--- src/rtl/mips_multicycle_ctrl_if.sv ---
// mips_multicycle_ctrl_if: controller <-> datapath bundle; master is the datapath side, slave the controller.
interface mips_multicycle_ctrl_if #(parameter int STATE_W = 4);
    logic [5:0]         opcode;
    logic [5:0]         funct;
    logic               zero;
    logic [2:0]         alu_control;
    logic               alu_src_a;
    logic [1:0]         alu_src_b;
    logic [1:0]         pc_src;
    logic               iord;
    logic               mem_write;
    logic               ir_write;
    logic               reg_dst;
    logic               mem_to_reg;
    logic               reg_write;
    logic               pc_en;
    logic               illegal_op;
    logic [STATE_W-1:0] dbg_state;
    modport master (
        output opcode, funct, zero,
        input  alu_control, alu_src_a, alu_src_b, pc_src, iord, mem_write, ir_write,
               reg_dst, mem_to_reg, reg_write, pc_en, illegal_op, dbg_state
    );
    modport slave (
        input  opcode, funct, zero,
        output alu_control, alu_src_a, alu_src_b, pc_src, iord, mem_write, ir_write,
               reg_dst, mem_to_reg, reg_write, pc_en, illegal_op, dbg_state
    );
endinterface

--- src/rtl/mips_multicycle_ctrl.sv ---
// mips_multicycle_ctrl: multicycle MIPS Moore controller for a shared-memory datapath.
// Optional bne support is enabled by defining MIPS_CTRL_BNE_EN.
module mips_multicycle_ctrl #(
    parameter int STATE_W = 4
) (
    input logic                   clk,
    input logic                   reset,
    mips_multicycle_ctrl_if.slave ctrl_if
);
    localparam logic [STATE_W-1:0] FETCH   = STATE_W'(0);
    localparam logic [STATE_W-1:0] DECODE  = STATE_W'(1);
    localparam logic [STATE_W-1:0] MEMADR  = STATE_W'(2);
    localparam logic [STATE_W-1:0] MEMRD   = STATE_W'(3);
    localparam logic [STATE_W-1:0] MEMWB   = STATE_W'(4);
    localparam logic [STATE_W-1:0] MEMWR   = STATE_W'(5);
    localparam logic [STATE_W-1:0] RTYPEEX = STATE_W'(6);
    localparam logic [STATE_W-1:0] RTYPEWB = STATE_W'(7);
    localparam logic [STATE_W-1:0] BEQEX   = STATE_W'(8);
    localparam logic [STATE_W-1:0] ADDIEX  = STATE_W'(9);
    localparam logic [STATE_W-1:0] ADDIWB  = STATE_W'(10);
    localparam logic [STATE_W-1:0] JEX     = STATE_W'(11);
`ifdef MIPS_CTRL_BNE_EN
    localparam logic [STATE_W-1:0] BNEEX   = STATE_W'(12);
    localparam logic [5:0]         OP_BNE  = 6'b000101;
`endif
    localparam logic [5:0] OP_LW   = 6'b100011;
    localparam logic [5:0] OP_SW   = 6'b101011;
    localparam logic [5:0] OP_R    = 6'b000000;
    localparam logic [5:0] OP_BEQ  = 6'b000100;
    localparam logic [5:0] OP_ADDI = 6'b001000;
    localparam logic [5:0] OP_J    = 6'b000010;

    logic [STATE_W-1:0] state_q, state_d, st;
    logic               funct_ok, pc_write, branch;
    logic               mem_write, ir_write, reg_write;
    logic [2:0]         alu_r;

    always_ff @(posedge clk) begin
        if (reset) state_q <= FETCH;
        else       state_q <= state_d;
    end

    assign funct_ok = ctrl_if.funct inside {6'b100000, 6'b100010, 6'b100100, 6'b100101, 6'b101010};
    assign alu_r = ctrl_if.funct == 6'b100010 ? 3'b110 :
                   ctrl_if.funct == 6'b100100 ? 3'b000 :
                   ctrl_if.funct == 6'b100101 ? 3'b001 :
                   ctrl_if.funct == 6'b101010 ? 3'b111 : 3'b010;

    always_comb begin
        state_d = FETCH;
        case (state_q)
            FETCH:   state_d = DECODE;
            DECODE:
                case (ctrl_if.opcode)
                    OP_LW, OP_SW: state_d = MEMADR;
                    OP_R:         state_d = RTYPEEX;
                    OP_BEQ:       state_d = BEQEX;
                    OP_ADDI:      state_d = ADDIEX;
                    OP_J:         state_d = JEX;
`ifdef MIPS_CTRL_BNE_EN
                    OP_BNE:       state_d = BNEEX;
`endif
                    default:      state_d = FETCH;
                endcase
            MEMADR:  state_d = ctrl_if.opcode == OP_SW ? MEMWR : MEMRD;
            MEMRD:   state_d = MEMWB;
            RTYPEEX: state_d = funct_ok ? RTYPEWB : FETCH;
            ADDIEX:  state_d = ADDIWB;
            default: state_d = FETCH;
        endcase
    end

    // Reset presents FETCH mux selects; strobes are gated separately below.
    assign st = reset ? FETCH : state_q;

    always_comb begin
        ctrl_if.alu_control = 3'b000;
        ctrl_if.alu_src_a   = 1'b0;
        ctrl_if.alu_src_b   = 2'b00;
        ctrl_if.pc_src      = 2'b00;
        ctrl_if.iord        = 1'b0;
        ctrl_if.reg_dst     = 1'b0;
        ctrl_if.mem_to_reg  = 1'b0;
        mem_write           = 1'b0;
        ir_write            = 1'b0;
        reg_write           = 1'b0;
        pc_write            = 1'b0;
        branch              = 1'b0;
        case (st)
            FETCH: begin
                ir_write            = 1'b1;
                ctrl_if.alu_src_b   = 2'b01;
                ctrl_if.alu_control = 3'b010;
                pc_write            = 1'b1;
            end
            DECODE: begin
                ctrl_if.alu_src_b   = 2'b11;
                ctrl_if.alu_control = 3'b010;
            end
            MEMADR, ADDIEX: begin
                ctrl_if.alu_src_a   = 1'b1;
                ctrl_if.alu_src_b   = 2'b10;
                ctrl_if.alu_control = 3'b010;
            end
            MEMRD: ctrl_if.iord = 1'b1;
            MEMWB: begin
                ctrl_if.mem_to_reg = 1'b1;
                reg_write          = 1'b1;
            end
            MEMWR: begin
                ctrl_if.iord = 1'b1;
                mem_write    = 1'b1;
            end
            RTYPEEX: begin
                ctrl_if.alu_src_a   = 1'b1;
                ctrl_if.alu_control = alu_r;
            end
            RTYPEWB: begin
                ctrl_if.reg_dst = 1'b1;
                reg_write       = 1'b1;
            end
`ifdef MIPS_CTRL_BNE_EN
            BEQEX, BNEEX: begin
`else
            BEQEX: begin
`endif
                ctrl_if.alu_src_a   = 1'b1;
                ctrl_if.alu_control = 3'b110;
                ctrl_if.pc_src      = 2'b01;
                branch              = 1'b1;
            end
            ADDIWB: reg_write = 1'b1;
            JEX: begin
                ctrl_if.pc_src = 2'b10;
                pc_write       = 1'b1;
            end
            default: ;
        endcase
    end

    assign ctrl_if.mem_write  = mem_write & ~reset;
    assign ctrl_if.ir_write   = ir_write & ~reset;
    assign ctrl_if.reg_write  = reg_write & ~reset;
    assign ctrl_if.illegal_op = ~reset & (state_q == DECODE || state_q == RTYPEEX) && state_d == FETCH;
`ifdef MIPS_CTRL_BNE_EN
    assign ctrl_if.pc_en = ~reset & (pc_write | (branch & (st == BNEEX ? ~ctrl_if.zero : ctrl_if.zero)));
`else
    assign ctrl_if.pc_en = ~reset & (pc_write | (branch & ctrl_if.zero));
`endif
    assign ctrl_if.dbg_state = state_q;
endmodule

--- src/flat_wrapper.sv ---
// flat-port wrapper written by rule: the top's interface ports become plain ports
module mips_multicycle_ctrl_flat 
#(
    parameter int STATE_W = 4
)
  (clk, reset, ctrl_if_opcode, ctrl_if_funct, ctrl_if_zero, ctrl_if_alu_control, ctrl_if_alu_src_a, ctrl_if_alu_src_b, ctrl_if_pc_src, ctrl_if_iord, ctrl_if_mem_write, ctrl_if_ir_write, ctrl_if_reg_dst, ctrl_if_mem_to_reg, ctrl_if_reg_write, ctrl_if_pc_en, ctrl_if_illegal_op, ctrl_if_dbg_state);
  mips_multicycle_ctrl_if #(.STATE_W(STATE_W)) ctrl_if_i ();
  input logic clk;
  input logic reset;
  input wire logic [$bits(ctrl_if_i.opcode)-1:0] ctrl_if_opcode;
  input wire logic [$bits(ctrl_if_i.funct)-1:0] ctrl_if_funct;
  input wire logic [$bits(ctrl_if_i.zero)-1:0] ctrl_if_zero;
  output wire logic [$bits(ctrl_if_i.alu_control)-1:0] ctrl_if_alu_control;
  output wire logic [$bits(ctrl_if_i.alu_src_a)-1:0] ctrl_if_alu_src_a;
  output wire logic [$bits(ctrl_if_i.alu_src_b)-1:0] ctrl_if_alu_src_b;
  output wire logic [$bits(ctrl_if_i.pc_src)-1:0] ctrl_if_pc_src;
  output wire logic [$bits(ctrl_if_i.iord)-1:0] ctrl_if_iord;
  output wire logic [$bits(ctrl_if_i.mem_write)-1:0] ctrl_if_mem_write;
  output wire logic [$bits(ctrl_if_i.ir_write)-1:0] ctrl_if_ir_write;
  output wire logic [$bits(ctrl_if_i.reg_dst)-1:0] ctrl_if_reg_dst;
  output wire logic [$bits(ctrl_if_i.mem_to_reg)-1:0] ctrl_if_mem_to_reg;
  output wire logic [$bits(ctrl_if_i.reg_write)-1:0] ctrl_if_reg_write;
  output wire logic [$bits(ctrl_if_i.pc_en)-1:0] ctrl_if_pc_en;
  output wire logic [$bits(ctrl_if_i.illegal_op)-1:0] ctrl_if_illegal_op;
  output wire logic [$bits(ctrl_if_i.dbg_state)-1:0] ctrl_if_dbg_state;
  assign ctrl_if_i.opcode = ctrl_if_opcode;
  assign ctrl_if_i.funct = ctrl_if_funct;
  assign ctrl_if_i.zero = ctrl_if_zero;
  assign ctrl_if_alu_control = ctrl_if_i.alu_control;
  assign ctrl_if_alu_src_a = ctrl_if_i.alu_src_a;
  assign ctrl_if_alu_src_b = ctrl_if_i.alu_src_b;
  assign ctrl_if_pc_src = ctrl_if_i.pc_src;
  assign ctrl_if_iord = ctrl_if_i.iord;
  assign ctrl_if_mem_write = ctrl_if_i.mem_write;
  assign ctrl_if_ir_write = ctrl_if_i.ir_write;
  assign ctrl_if_reg_dst = ctrl_if_i.reg_dst;
  assign ctrl_if_mem_to_reg = ctrl_if_i.mem_to_reg;
  assign ctrl_if_reg_write = ctrl_if_i.reg_write;
  assign ctrl_if_pc_en = ctrl_if_i.pc_en;
  assign ctrl_if_illegal_op = ctrl_if_i.illegal_op;
  assign ctrl_if_dbg_state = ctrl_if_i.dbg_state;
  mips_multicycle_ctrl #(.STATE_W(STATE_W)) u_core (.clk(clk), .reset(reset), .ctrl_if(ctrl_if_i));
endmodule
--- config.mk ---
export PLATFORM = sky130hd
export DESIGN_NAME = mips_multicycle_ctrl_flat
export DESIGN_NICKNAME = d
export VERILOG_FILES = /design/src/rtl/mips_multicycle_ctrl_if.sv /design/src/rtl/mips_multicycle_ctrl.sv /design/src/flat_wrapper.sv
export SDC_FILE = /design/constraint.sdc
export NUM_CORES = 1
export LEC_CHECK = 0
export BUFFER_PORTS_ARGS = -buffer_cell sky130_fd_sc_hd__buf_2
export CORE_AREA = 2 2 41 43
export DETAILED_ROUTE_END_ITERATION = 7
export DIE_AREA = 0 0 43 45
export GPL_ROUTABILITY_DRIVEN = 0
export PLACE_DENSITY_LB_ADDON = 0.05
export SYNTH_ARGS = -nofsm -noshare
export SYNTH_HDL_FRONTEND = slang
export SYNTH_SLANG_ARGS = --single-unit
--- constraint.sdc ---
create_clock -name clk -period 1.73 [get_ports clk]
set_clock_uncertainty 0.2 [all_clocks]
set_input_delay 0.173 -clock clk [delete_from_list [all_inputs] [get_ports clk]]
set_output_delay 0.173 -clock clk [all_outputs]
set_load 0.005 [all_outputs]
; Yosys cells after proc, flatten, opt, wreduce, memory -nomap -nowiden
; Index checks and enable logic that the tools add are counted.
[totals]
regBits = 4
inputBits = 15
out_inout_bits = 20
wordCells = 70
[classes]
eq_ne = 26
muxes = 21
n_bitwise = 8
n_reduce_logical = 14
[op_table]
columns = operator, n
row1 = "6-bit equality test, second input constant", 7
row2 = 4-bit case mux with 6 select lines, 1
row3 = "4-bit by 3-bit equality test with 1-bit output, second input constant", 5
row4 = "4-bit equality test, second input constant", 5
row5 = 4-bit case mux with 5 select lines, 1
row6 = 3-bit two-way mux, 6
row7 = "4-bit by 2-bit equality test with 1-bit output, second input constant", 4
row8 = 4-bit logical NOT, 3
row9 = 1-bit two-way mux, 9
row10 = 3-bit case mux with 3 select lines, 1
row11 = "4-bit by 1-bit equality test with 1-bit output, second input constant", 2
row12 = 2-bit OR reduction, 4
row13 = 4-bit OR reduction, 2
row14 = 1-bit AND, 6
row15 = "6-bit by 2-bit equality test with 1-bit output, second input constant", 1
row16 = "6-bit by 3-bit equality test with 1-bit output, second input constant", 1
row17 = "6-bit by 4-bit equality test with 1-bit output, second input constant", 1
row18 = 6-bit logical NOT, 1
row19 = 2-bit case mux with 3 select lines, 1
row20 = 5-bit nonzero test, 1
row21 = 4-bit two-way mux, 1
row22 = 2-bit case mux with 2 select lines, 1
row23 = 3-bit OR reduction, 1
row24 = 1-bit logical AND, 1
row25 = other kinds (3), 3

; Longest topological paths before layout
; Gate-level depths: netlist (run 1).
[logic_depth]
ltp_word = 6
depth_mapped = 6
mapped_depth_nobuf = 5

; Worst setup path after synthesis (run 1)
; No wires, ideal clock.
[synth_path]
path_kind = register to output
startpoint = register u_core.state_q[3] (netlist: u_core.ctrl_if.dbg_state[3])
endpoint = output port ctrl_if_alu_control[2]
arrival_ns = 1.310
required_ns = 1.357
slack_ns = 0.047
path_stages_with_launch = 6
n_path_buf = 1
path_cell_list = dfxtp_1 > clkbuf_1 > inv_2 > nand2b_4 > or4b_4 > o21bai_2
[synth_via]
elab_chain_len = 4
word_cells_on_any_way = 9
cone_classes = eq/ne (5) / mux (2) / reduce/logical (2)
[synth_lines]
columns = item, line_no
row1 = "start, declared", mips_multicycle_ctrl.sv:33  ; logic [STATE_W-1:0] state_q, state_d, st;
row2 = "start signal, assigned", mips_multicycle_ctrl.sv:40  ; else state_q <= state_d;
row3 = 4-bit two-way mux *, mips_multicycle_ctrl.sv:74  ; assign st = reset ? FETCH : state_q;
row4 = "4-bit by 1-bit equality test with 1-bit output, or another cell as far along", mips_multicycle_ctrl.sv:89  ; case (st)
row5 = 4-bit OR reduction (no source line), -
row6 = 3-bit case mux with 3 select lines *, mips_multicycle_ctrl.sv:89
row7 = "end, declared", flat_wrapper.sv:13  ; output wire logic [$bits(ctrl_if_i.alu_control)-1:0] ctrl_if_alu_control;
; Mark *: on every way between the ends. The rest lies on a longest branch, timed or not.

; Final worst setup path (run 1)
[layout_path]
startpoint = register u_core.state_q[0] (netlist: u_core.ctrl_if.dbg_state[0])
endpoint = output port ctrl_if_alu_control[2]
; The elaborated chain is that of the path after synthesis.

==> results_dict.tcl, run 1 <==
set metrics [dict create \
    p_switching_w 0.0001169 \
    violations "negative setup slack" \
    port_buffers 34 \
    cp-start-kind "flip-flop" \
    cts_made_buffers 3 \
    overflow 0 \
    slowest_delay_ns 0.56 \
    end_kind "output port" \
    pwr-share-seq_pct 26.1 \
    timing.critical_path.buf_inv 1 \
    crit_start "u_core.ctrl_if.dbg_state[0]" \
    multi_input_area_sq_um 528.0 \
    grt_pass1_wl_microns 3615 \
    ys_types 38 \
    dpl.cell_count 160 \
    relSlewSlack_pct 76.82 \
    status "finished, violations left" \
    cts_htree_levels 1 \
    vias_per_cell 5.576 \
    die_area_sq_um 1935 \
    critical_path_depth 5 \
    vias 948 \
    criticalPathCategory "reg -> out" \
    p_int_w 0.0002525 \
    initial_utilization_pct 40.90 \
    place_ws_ns -0.1298 \
    layout-drive-gt1-share_pct 59.74 \
    cts.path.max_buffers 2 \
    power_frac_clock_pct 32.7 \
    drt_iter0_markers 34 \
    combPwrFrac_pct 41.2 \
    r2r_cells 6 \
    leakagePower_nw 0.5442 \
    ys_ff_latch 4 \
    post_drt_wl_per_cell_microns 13.32 \
    yosysTopAreaCell "dfxtp_1" \
    pin_count 35 \
    seq_area_sq_um 95.09 \
    min_period_over_period_pct 117.9 \
    worstPathArrival_ns 1.67 \
    syn_to_final_growth_pct 86.28 \
    syn_inst 89 \
    clk_pin_slew_ns 0.04 \
    final_area_sq_um 1121 \
    diodes 0 \
    path_cells "nand2b_4 > nand2b_4 > or4b_4 > o21bai_4 > buf_2" \
    critPathRequiredTime_ns 1.36 \
    synth-async-reset-ratio_pct 0 \
    rsz0062_at_grt "true" \
    die_h_microns 45 \
    cts_tree "done" \
    cp_slowest_cell "or4b_4" \
    layout.cells.non_filler 170 \
    max_freq_ghz 0.4903 \
    regToRegStartpoint "u_core.ctrl_if.dbg_state[2]" \
    clockRootBuffer "clkbuf_4" \
    synth_area_leaders "dfxtp_1 (13%), nor3_1 (9.1%), nand2b_4 (6.9%)" \
    clk_latency_ns 0.24 \
    maxSlewViolCount 0 \
    critPathTopFamily "simple AND/OR/NAND/NOR gates" \
    ys_top_cells_by_count "nor2_1 (11), nor3_1 (11)" \
    synth_fp_nets 104 \
    synth_edf_count 0 \
    core_area_sq_um 1471 \
    finalCriticalPeriod_ns 2.039 \
    ir_drop_v 0.0003382 \
    syn_area_sq_um 601.8 \
    grt_max_degree 11 \
    yosysSeqAreaShare_pct 13.31 \
    dpl_cell_area_sq_um 972.2 \
    cp_max_fo 4 \
    worst_pin_slew_ns 0.3432 \
    synth_top_area_share_pct 13.31 \
    ant_nets 0 \
    cp_common_cell "nand2b_4" \
    reg2reg_to "u_core.ctrl_if.dbg_state[3]" \
    nets 171 \
    hold_viol_final 0 \
    worst-r2r-setup-slack_ns 0.19 \
    nFillCells 126 \
    grt_pass1_vias 854 \
    placement_rows 14 \
    routed_wl_microns 2264 \
    ys.warnings.count 0 \
    ys.flop_type "dfxtp_1" \
    largest_register_ffs 4 \
    worst_slack_ns -0.3094 \
    die_w_microns 43 \
    numClockSinks 4 \
    drc 0 \
    antenna_found_initial 0 \
    critPathCapture "ctrl_if_alu_control[2]" \
    dpl.hpwl_microns 1663 \
    p_per_area_nw_per_um2 329.5 \
    firstDrtPassIters 5 \
    syn_area_per_cell_sq_um 6.762 \
    setup_viol_count_final 8 \
    hold_slack_ns 0.06223 \
    maxCapViolCount 0 \
    track_usage_pct 24.85 \
    swShare_pct 31.64 \
    worst_hold_path_type "in -> reg" \
]
power by group through the flow:
stage          sequential, W  clock (W)  combinational, W
3_3_place_gp        0.000101          0          0.000129
5_1_grt            0.0000966   0.000128          0.000166
4_1_cts            0.0000962   0.000123          0.000145
3_5_place_dp        0.000102          0          0.000132
6_report           0.0000964   0.000121          0.000152
2_1_floorplan       0.000101          0         0.0000558
how the worst min path moves through the flow:
stage | start | endpoint | slack (ns) | depth (start not counted)
after floorplan | ctrl_if_funct[1] | ctrl_if_alu_control[2] | 0.25 | 2
after global placement | reset | u_core.ctrl_if.dbg_state[0] | 0.30 | 3
after detailed placement | reset | u_core.ctrl_if.dbg_state[0] | 0.30 | 3
after CTS | reset | u_core.ctrl_if.dbg_state[0] | 0.05 | 3
after global routing | reset | u_core.ctrl_if.dbg_state[0] | 0.07 | 3
final | reset | u_core.ctrl_if.dbg_state[1] | 0.06 | 3
metrics by stage:
step / setup TNS, ns / utilization [%] / power (W)
global placement: -0.1356 / 66.07 / 0.0002306
CTS: -0.9504 / 72.53 / 0.0003634
finish: -1.048 / 76.19 / 0.0003695
floorplan: 0 / - / 0.0001568
detailed placement: -0.2687 / 66.07 / 0.0002339
global route: -1.477 / 76.19 / 0.0003910
worst reg2reg max path, cell delays in order, from the launching register on:
cell and delay, ns:
dfxtp_4 0.35, buf_6 0.12, or2_4 0.22, buf_6 0.13, buf_6 0.11, buf_4 0.12, nor3_1 0.19
final cells by class:
class | count | share of cell area (%)
Sequential cell | 4 | 8.482
Tap cell | 16 | 1.786
Clock buffer | 3 | 2.009
Timing Repair Buffer | 69 | 39.96
Multi-Input combinational cell | 76 | 47.10
Inverter | 2 | 0.6696
what timing repair did:
item / 4_1_cts / 5_1_grt
pin swaps: 6 / 5
setup endpoints to repair: 12 / 11
hold buffers: 0 / 0
gates cloned: 0 / 0
buffers inserted: 4 / 3
resized for setup: 16 / 7
cells in the final DEF, fill, tap and decap left out, types with 4 or more instances in the layout:
cell | synthesis | routed
buf_6 | 0 | 4
nor2b_1 | 4 | 4
nor2_1 | 11 | 10
dfxtp_4 | 0 | 4
nor3_1 | 11 | 10
buf_4 | 0 | 31
nand2_1 | 4 | 4
buf_2 | 3 | 34
a31oi_1 | 4 | 4
layer usage:
layer  up-vias  share of wire, %  global-route usage (%)  wire, microns
li1        466                 -                       -              -
met5         -                 0                       0              0
met1       428                40                   28.71            910
met2        50                50                   48.48           1143
met3         4               7.6                   2.400            172
met4         0               1.7                   7.273             39
kinds of logic after synthesis:
logic type	share of synthesized area, %
simple gates	53.02
compound gates	23.08
buf+inv	6.234
flops	13.31
xor+xnor	4.367
Power figures use the tool's default switching activity.
==> run 2: changes to the inputs <==
Settings changed: CELL_PAD_IN_SITES_DETAIL_PLACEMENT set to 0, CELL_PAD_IN_SITES_GLOBAL_PLACEMENT set to 2, CORE_AREA 2 2 41 43 to 2 2 57 59, DIE_AREA 0 0 43 45 to 0 0 59 61.
==> results_dict.tcl, run 2 (same netlist as run 1, synthesis figures left out) <==
set metrics [dict create \
    status "finished, violations left" \
    violations "negative setup slack" \
    nets 174 \
    cts.path.max_buffers 2 \
    syn_to_final_growth_pct 102.5 \
    critPathRequiredTime_ns 1.36 \
    clk_pin_slew_ns 0.04 \
    core_area_sq_um 2953 \
    criticalPathCategory "reg -> out" \
    worst-r2r-setup-slack_ns 0.18 \
    dpl.hpwl_microns 1851 \
    cp-start-kind "flip-flop" \
    finalCriticalPeriod_ns 2.036 \
    setup_viol_count_final 9 \
    hold_viol_final 0 \
    seq_area_sq_um 95.09 \
    critPathCapture "ctrl_if_illegal_op" \
    min_path_cells 3 \
    routed_wl_microns 2392 \
    p_switching_w 0.0001139 \
    end_kind "output port" \
    relSlewSlack_pct 75.76 \
    cts_tree "done" \
    grt_max_degree 10 \
    hold_slack_ns 0.1681 \
    firstDrtPassIters 4 \
    dpl_cell_area_sq_um 1001 \
    antenna_found_initial 0 \
    worstPathArrival_ns 1.66 \
    diodes 0 \
    p_per_area_nw_per_um2 302.2 \
    placement_rows 20 \
    regToRegStartpoint "u_core.ctrl_if.dbg_state[2]" \
    cts_htree_levels 1 \
    worst_hold_path_type "in -> reg" \
    reg2reg_to "u_core.ctrl_if.dbg_state[3]" \
    min_period_over_period_pct 117.7 \
    grt_pass1_wl_microns 3905 \
    maxSlewViolCount 0 \
    nFillCells 334 \
    cts_made_buffers 3 \
    overflow 0 \
    pwr-share-seq_pct 26.2 \
    cp_max_fo 4 \
    ir_drop_v 0.0004217 \
    die_area_sq_um 3599 \
    largest_register_ffs 4 \
    layout-drive-gt1-share_pct 64.97 \
    ant_nets 0 \
    post_drt_wl_per_cell_microns 12.59 \
    vias 938 \
    swShare_pct 30.92 \
    vias_per_cell 4.937 \
    die_w_microns 59 \
    p_int_w 0.0002544 \
    multi_input_area_sq_um 578.1 \
    port_buffers 34 \
    pin_count 35 \
    die_h_microns 61 \
    worst_slack_ns -0.3061 \
    power_frac_clock_pct 30.6 \
    worst_pin_slew_ns 0.3602 \
    track_usage_pct 13.77 \
    maxCapViolCount 0 \
    initial_utilization_pct 20.38 \
    drt_iter0_markers 33 \
    crit_start "u_core.ctrl_if.dbg_state[0]" \
    final_area_sq_um 1219 \
    leakagePower_nw 0.5667 \
    most-common-layout-cells "buf_2 (34), buf_4 (33), nor3_1 (10)" \
    combPwrFrac_pct 43.2 \
    rsz0062_at_grt "true" \
    drc 0 \
    numClockSinks 4 \
    grt_pass1_vias 883 \
    layout.cells.most_common "buf_2" \
    r2r_cells 6 \
    clk_latency_ns 0.23 \
    clockRootBuffer "clkbuf_4" \
    max_freq_ghz 0.4911 \
]
## run 2: cell types whose count changed in the layout (fill, tap and decap cells not counted), sizes merged
cell / change
buf: +3
## run 2: per-stage QoR
stage | instances | setup WS, ns | utilization, % | total power, W | setup TNS, ns
global placement | 178 | -0.1290 | 33.90 | 0.0002373 | -0.2412
finish | 190 | -0.3061 | 41.27 | 0.0003682 | -1.298
CTS | 188 | -0.2904 | 38.01 | 0.0003647 | -1.227
global route | 190 | -0.3696 | 41.27 | 0.0004006 | -1.969
detailed placement | 178 | -0.09589 | 33.90 | 0.0002374 | -0.2464
floorplan | 89 | 0.04706 | - | 0.0001568 | 0
## run 2: power by group through the flow
stage	clock network [W]	logic, W	registers (W)
after floorplan	0	0.0000558	0.000101
after CTS	0.000120	0.000146	0.0000986
final	0.000113	0.000159	0.0000966
after global routing	0.000128	0.000176	0.0000969
after detailed placement	0	0.000135	0.000102
after global placement	0	0.000136	0.000102
## run 2: layer usage
layer	part of all wire [%]	track usage, %	up-vias
li1	-	-	476
met1	46	16.88	441
met2	51	26.51	21
met3	3.0	2.559	0
met4	0	0	0
met5	0	0	-
## run 2: worst min path at each step
stage / from / endpoint / slack (ns)
CTS: reset / u_core.ctrl_if.dbg_state[0] / 0.14
global placement: reset / u_core.ctrl_if.dbg_state[0] / 0.37
finish: reset / u_core.ctrl_if.dbg_state[0] / 0.17
detailed placement: reset / u_core.ctrl_if.dbg_state[0] / 0.37
floorplan: ctrl_if_funct[1] / ctrl_if_alu_control[2] / 0.25
global route: reset / u_core.ctrl_if.dbg_state[0] / 0.17
## run 2: final cells by class
cell class	instances	area share, %
inverter	2	0.6160
multi-input combinational	76	47.43
sequential	4	7.803
clock buffer	3	1.848
tap	33	3.388
timing repair buffer	72	38.91
## run 2: critical path, cell delays in order (launching register included)
cell      delay, ns
dfxtp_4        0.36
buf_6          0.10
nand2b_4       0.06
or4_4          0.43
nor2_4         0.12
a211oi_2       0.06
and4b_1        0.19
buf_2          0.12
## run 2: timing repair
item / 4_1_cts / 5_1_grt
hold buffers: 0 / 0
pin swaps: 5 / 7
cloned: 0 / 0
buffers inserted: 7 / 2
setup endpoints to repair: 14 / 12
resized for setup: 13 / 21
==> run 3: changes to the inputs <==
--- a/constraint.sdc
+++ b/constraint.sdc
@@ -4,2 +4,2 @@
 set_output_delay 0.173 -clock clk [all_outputs]
-set_load 0.005 [all_outputs]
+set_load 0.1 [all_outputs]
==> results_dict.tcl, run 3 (same netlist as run 1, synthesis figures left out) <==
set metrics [dict create \
    setup_viol_count_final 14 \
    clk_latency_ns 0.24 \
    max_freq_ghz 0.4704 \
    firstDrtPassIters 4 \
    worst_pin_slew_ns 0.4908 \
    dpl.hpwl_microns 2052 \
    seq_area_sq_um 95.09 \
    most-common-layout-cells "buf_4 (28), buf_12 (19), buf_2 (16)" \
    core_area_sq_um 2953 \
    regToRegStartpoint "u_core.ctrl_if.dbg_state[1]" \
    min_path_cells 4 \
    worst_slack_ns -0.3958 \
    slowest_delay_ns 0.55 \
    critPathTopFamily "simple AND/OR/NAND/NOR gates" \
    cts_tree "done" \
    criticalPathCategory "reg -> out" \
    largest_register_ffs 4 \
    setup_tns_ns -2.594 \
    numClockSinks 4 \
    grt_pass1_vias 954 \
    multi_input_area_sq_um 734.5 \
    r2r_cells 5 \
    cts_made_buffers 3 \
    pin_count 35 \
    routed_wl_microns 2667 \
    hp-start "reset" \
    overflow 0 \
    worst_hold_path_type "in -> reg" \
    post_drt_wl_per_cell_microns 13.68 \
    maxSlewViolCount 0 \
    maxCapViolCount 0 \
    finalCriticalPeriod_ns 2.126 \
    cp-start-kind "flip-flop" \
    die_w_microns 59 \
    reg2reg_to "u_core.ctrl_if.dbg_state[1]" \
    drt_iter0_markers 16 \
    p_per_area_nw_per_um2 309.6 \
    cp_max_fo 3 \
    cp_slowest_cell "or4b_4" \
    leakagePower_nw 0.7130 \
    layout-drive-gt1-share_pct 72.84 \
    cts.path.max_buffers 2 \
    fin_util_pct 58.86 \
    ir_drop_v 0.0002743 \
    worst-r2r-setup-slack_ns 0.25 \
    critPathRequiredTime_ns 1.36 \
    relSlewSlack_pct 67.51 \
    cp_common_cell "nand2b_4" \
    clk_pin_slew_ns 0.05 \
    hold_viol_final 0 \
    ant_nets 0 \
    antenna_found_initial 0 \
    vias_per_cell 4.908 \
    min_period_over_period_pct 122.9 \
    diodes 0 \
    die_area_sq_um 3599 \
    grt_max_degree 11 \
    final_area_sq_um 1738 \
    cts_hold_buf 0 \
    grt_pass1_wl_microns 4347 \
    clockRootBuffer "clkbuf_4" \
    status "finished, violations left" \
    track_usage_pct 15.39 \
    worstPathArrival_ns 1.75 \
    placement_rows 20 \
    violations "negative setup slack" \
    die_h_microns 61 \
    cts_htree_levels 1 \
    rsz0062_at_grt "true" \
    drc 0 \
    layout.cells.most_common "buf_4" \
    nFillCells 267 \
    vias 957 \
    holdPathEnd "u_core.ctrl_if.dbg_state[0]" \
    port_buffers 34 \
    end_kind "output port" \
    timing.critical_path.buf_inv 1 \
    initial_utilization_pct 20.38 \
    dpl_cell_area_sq_um 1474 \
    nets 179 \
    path_cells "nand2b_4 > nand2b_4 > or4b_4 > o21bai_4 > buf_12" \
    syn_to_final_growth_pct 188.8 \
]
-- run 3: cell count changes in the layout (fill, tap and decap cells not counted), sizes merged --
cell and delta:
buf +5
-- run 3: worst max-delay path by stage --
| stage | start | end | slack [ns] | depth (start not counted) |
|---|---|---|---|---|
| after global placement | ctrl_if_opcode[1] | ctrl_if_illegal_op | -0.17 | 7 |
| after global routing | u_core.ctrl_if.dbg_state[0] | ctrl_if_alu_control[2] | -0.46 | 5 |
| final | u_core.ctrl_if.dbg_state[0] | ctrl_if_alu_control[2] | -0.40 | 5 |
| after detailed placement | u_core.ctrl_if.dbg_state[0] | ctrl_if_alu_control[2] | -0.16 | 5 |
| after CTS | u_core.ctrl_if.dbg_state[0] | ctrl_if_alu_control[2] | -0.39 | 5 |
| after floorplan | u_core.ctrl_if.dbg_state[2] | ctrl_if_alu_control[2] | -1.00 | 4 |
-- run 3: per-stage QoR --
stage / total power, W / setup WS (ns) / std cells / hold slack [ns]
final: 0.0005381 / -0.3958 / 195 / 0.1561
after global routing: 0.0005675 / -0.4571 / 195 / 0.1756
after CTS: 0.0005242 / -0.3889 / 190 / 0.1477
after detailed placement: 0.0003779 / -0.1607 / 184 / 0.3837
after global placement: 0.0003759 / -0.1699 / 184 / 0.3838
after floorplan: 0.0002622 / -1.001 / 89 / 0.2585
-- run 3: layout make-up --
cell class	instances	share of cell area, %
Clock buffer	3	1.296
Inverter	2	0.7199
Multi-Input combinational cell	76	42.26
Sequential cell	4	5.472
Tap cell	33	2.376
Timing Repair Buffer	77	47.88
-- run 3: tightest hold or removal path, stage by stage --
cell and delay [ns]:
buf_2 0.10, buf_4 0.11, buf_4 0.12, nor2b_1 0.05
-- run 3: report_power, final --
group / internal, W / switching [W] / leakage (nW) / total, W
clock: 0.0000782 / 0.0000467 / 0.0138 / 0.000125
combinational: 0.000142 / 0.000176 / 0.664 / 0.000318
sequential: 0.0000914 / 0.00000421 / 0.0355 / 0.0000956
-- run 3: routing by layer --
layer  track usage (%)  share of wire (%)  vias up  wire length, microns
met4             2.922                  0        0                     0
met3             1.493                4.3        0                   114
met5                 0                  0        -                     0
met2             28.57                 54       26                  1438
li1                  -                  -      480                     -
met1             19.39                 42      451                  1113
-- run 3: timing repair --
action / 4_1_cts / 5_1_grt
resized for setup: 27 / 14
endpoints found under the setup margin: 15 / 15
pin swaps: 8 / 11
buffers inserted: 3 / 7
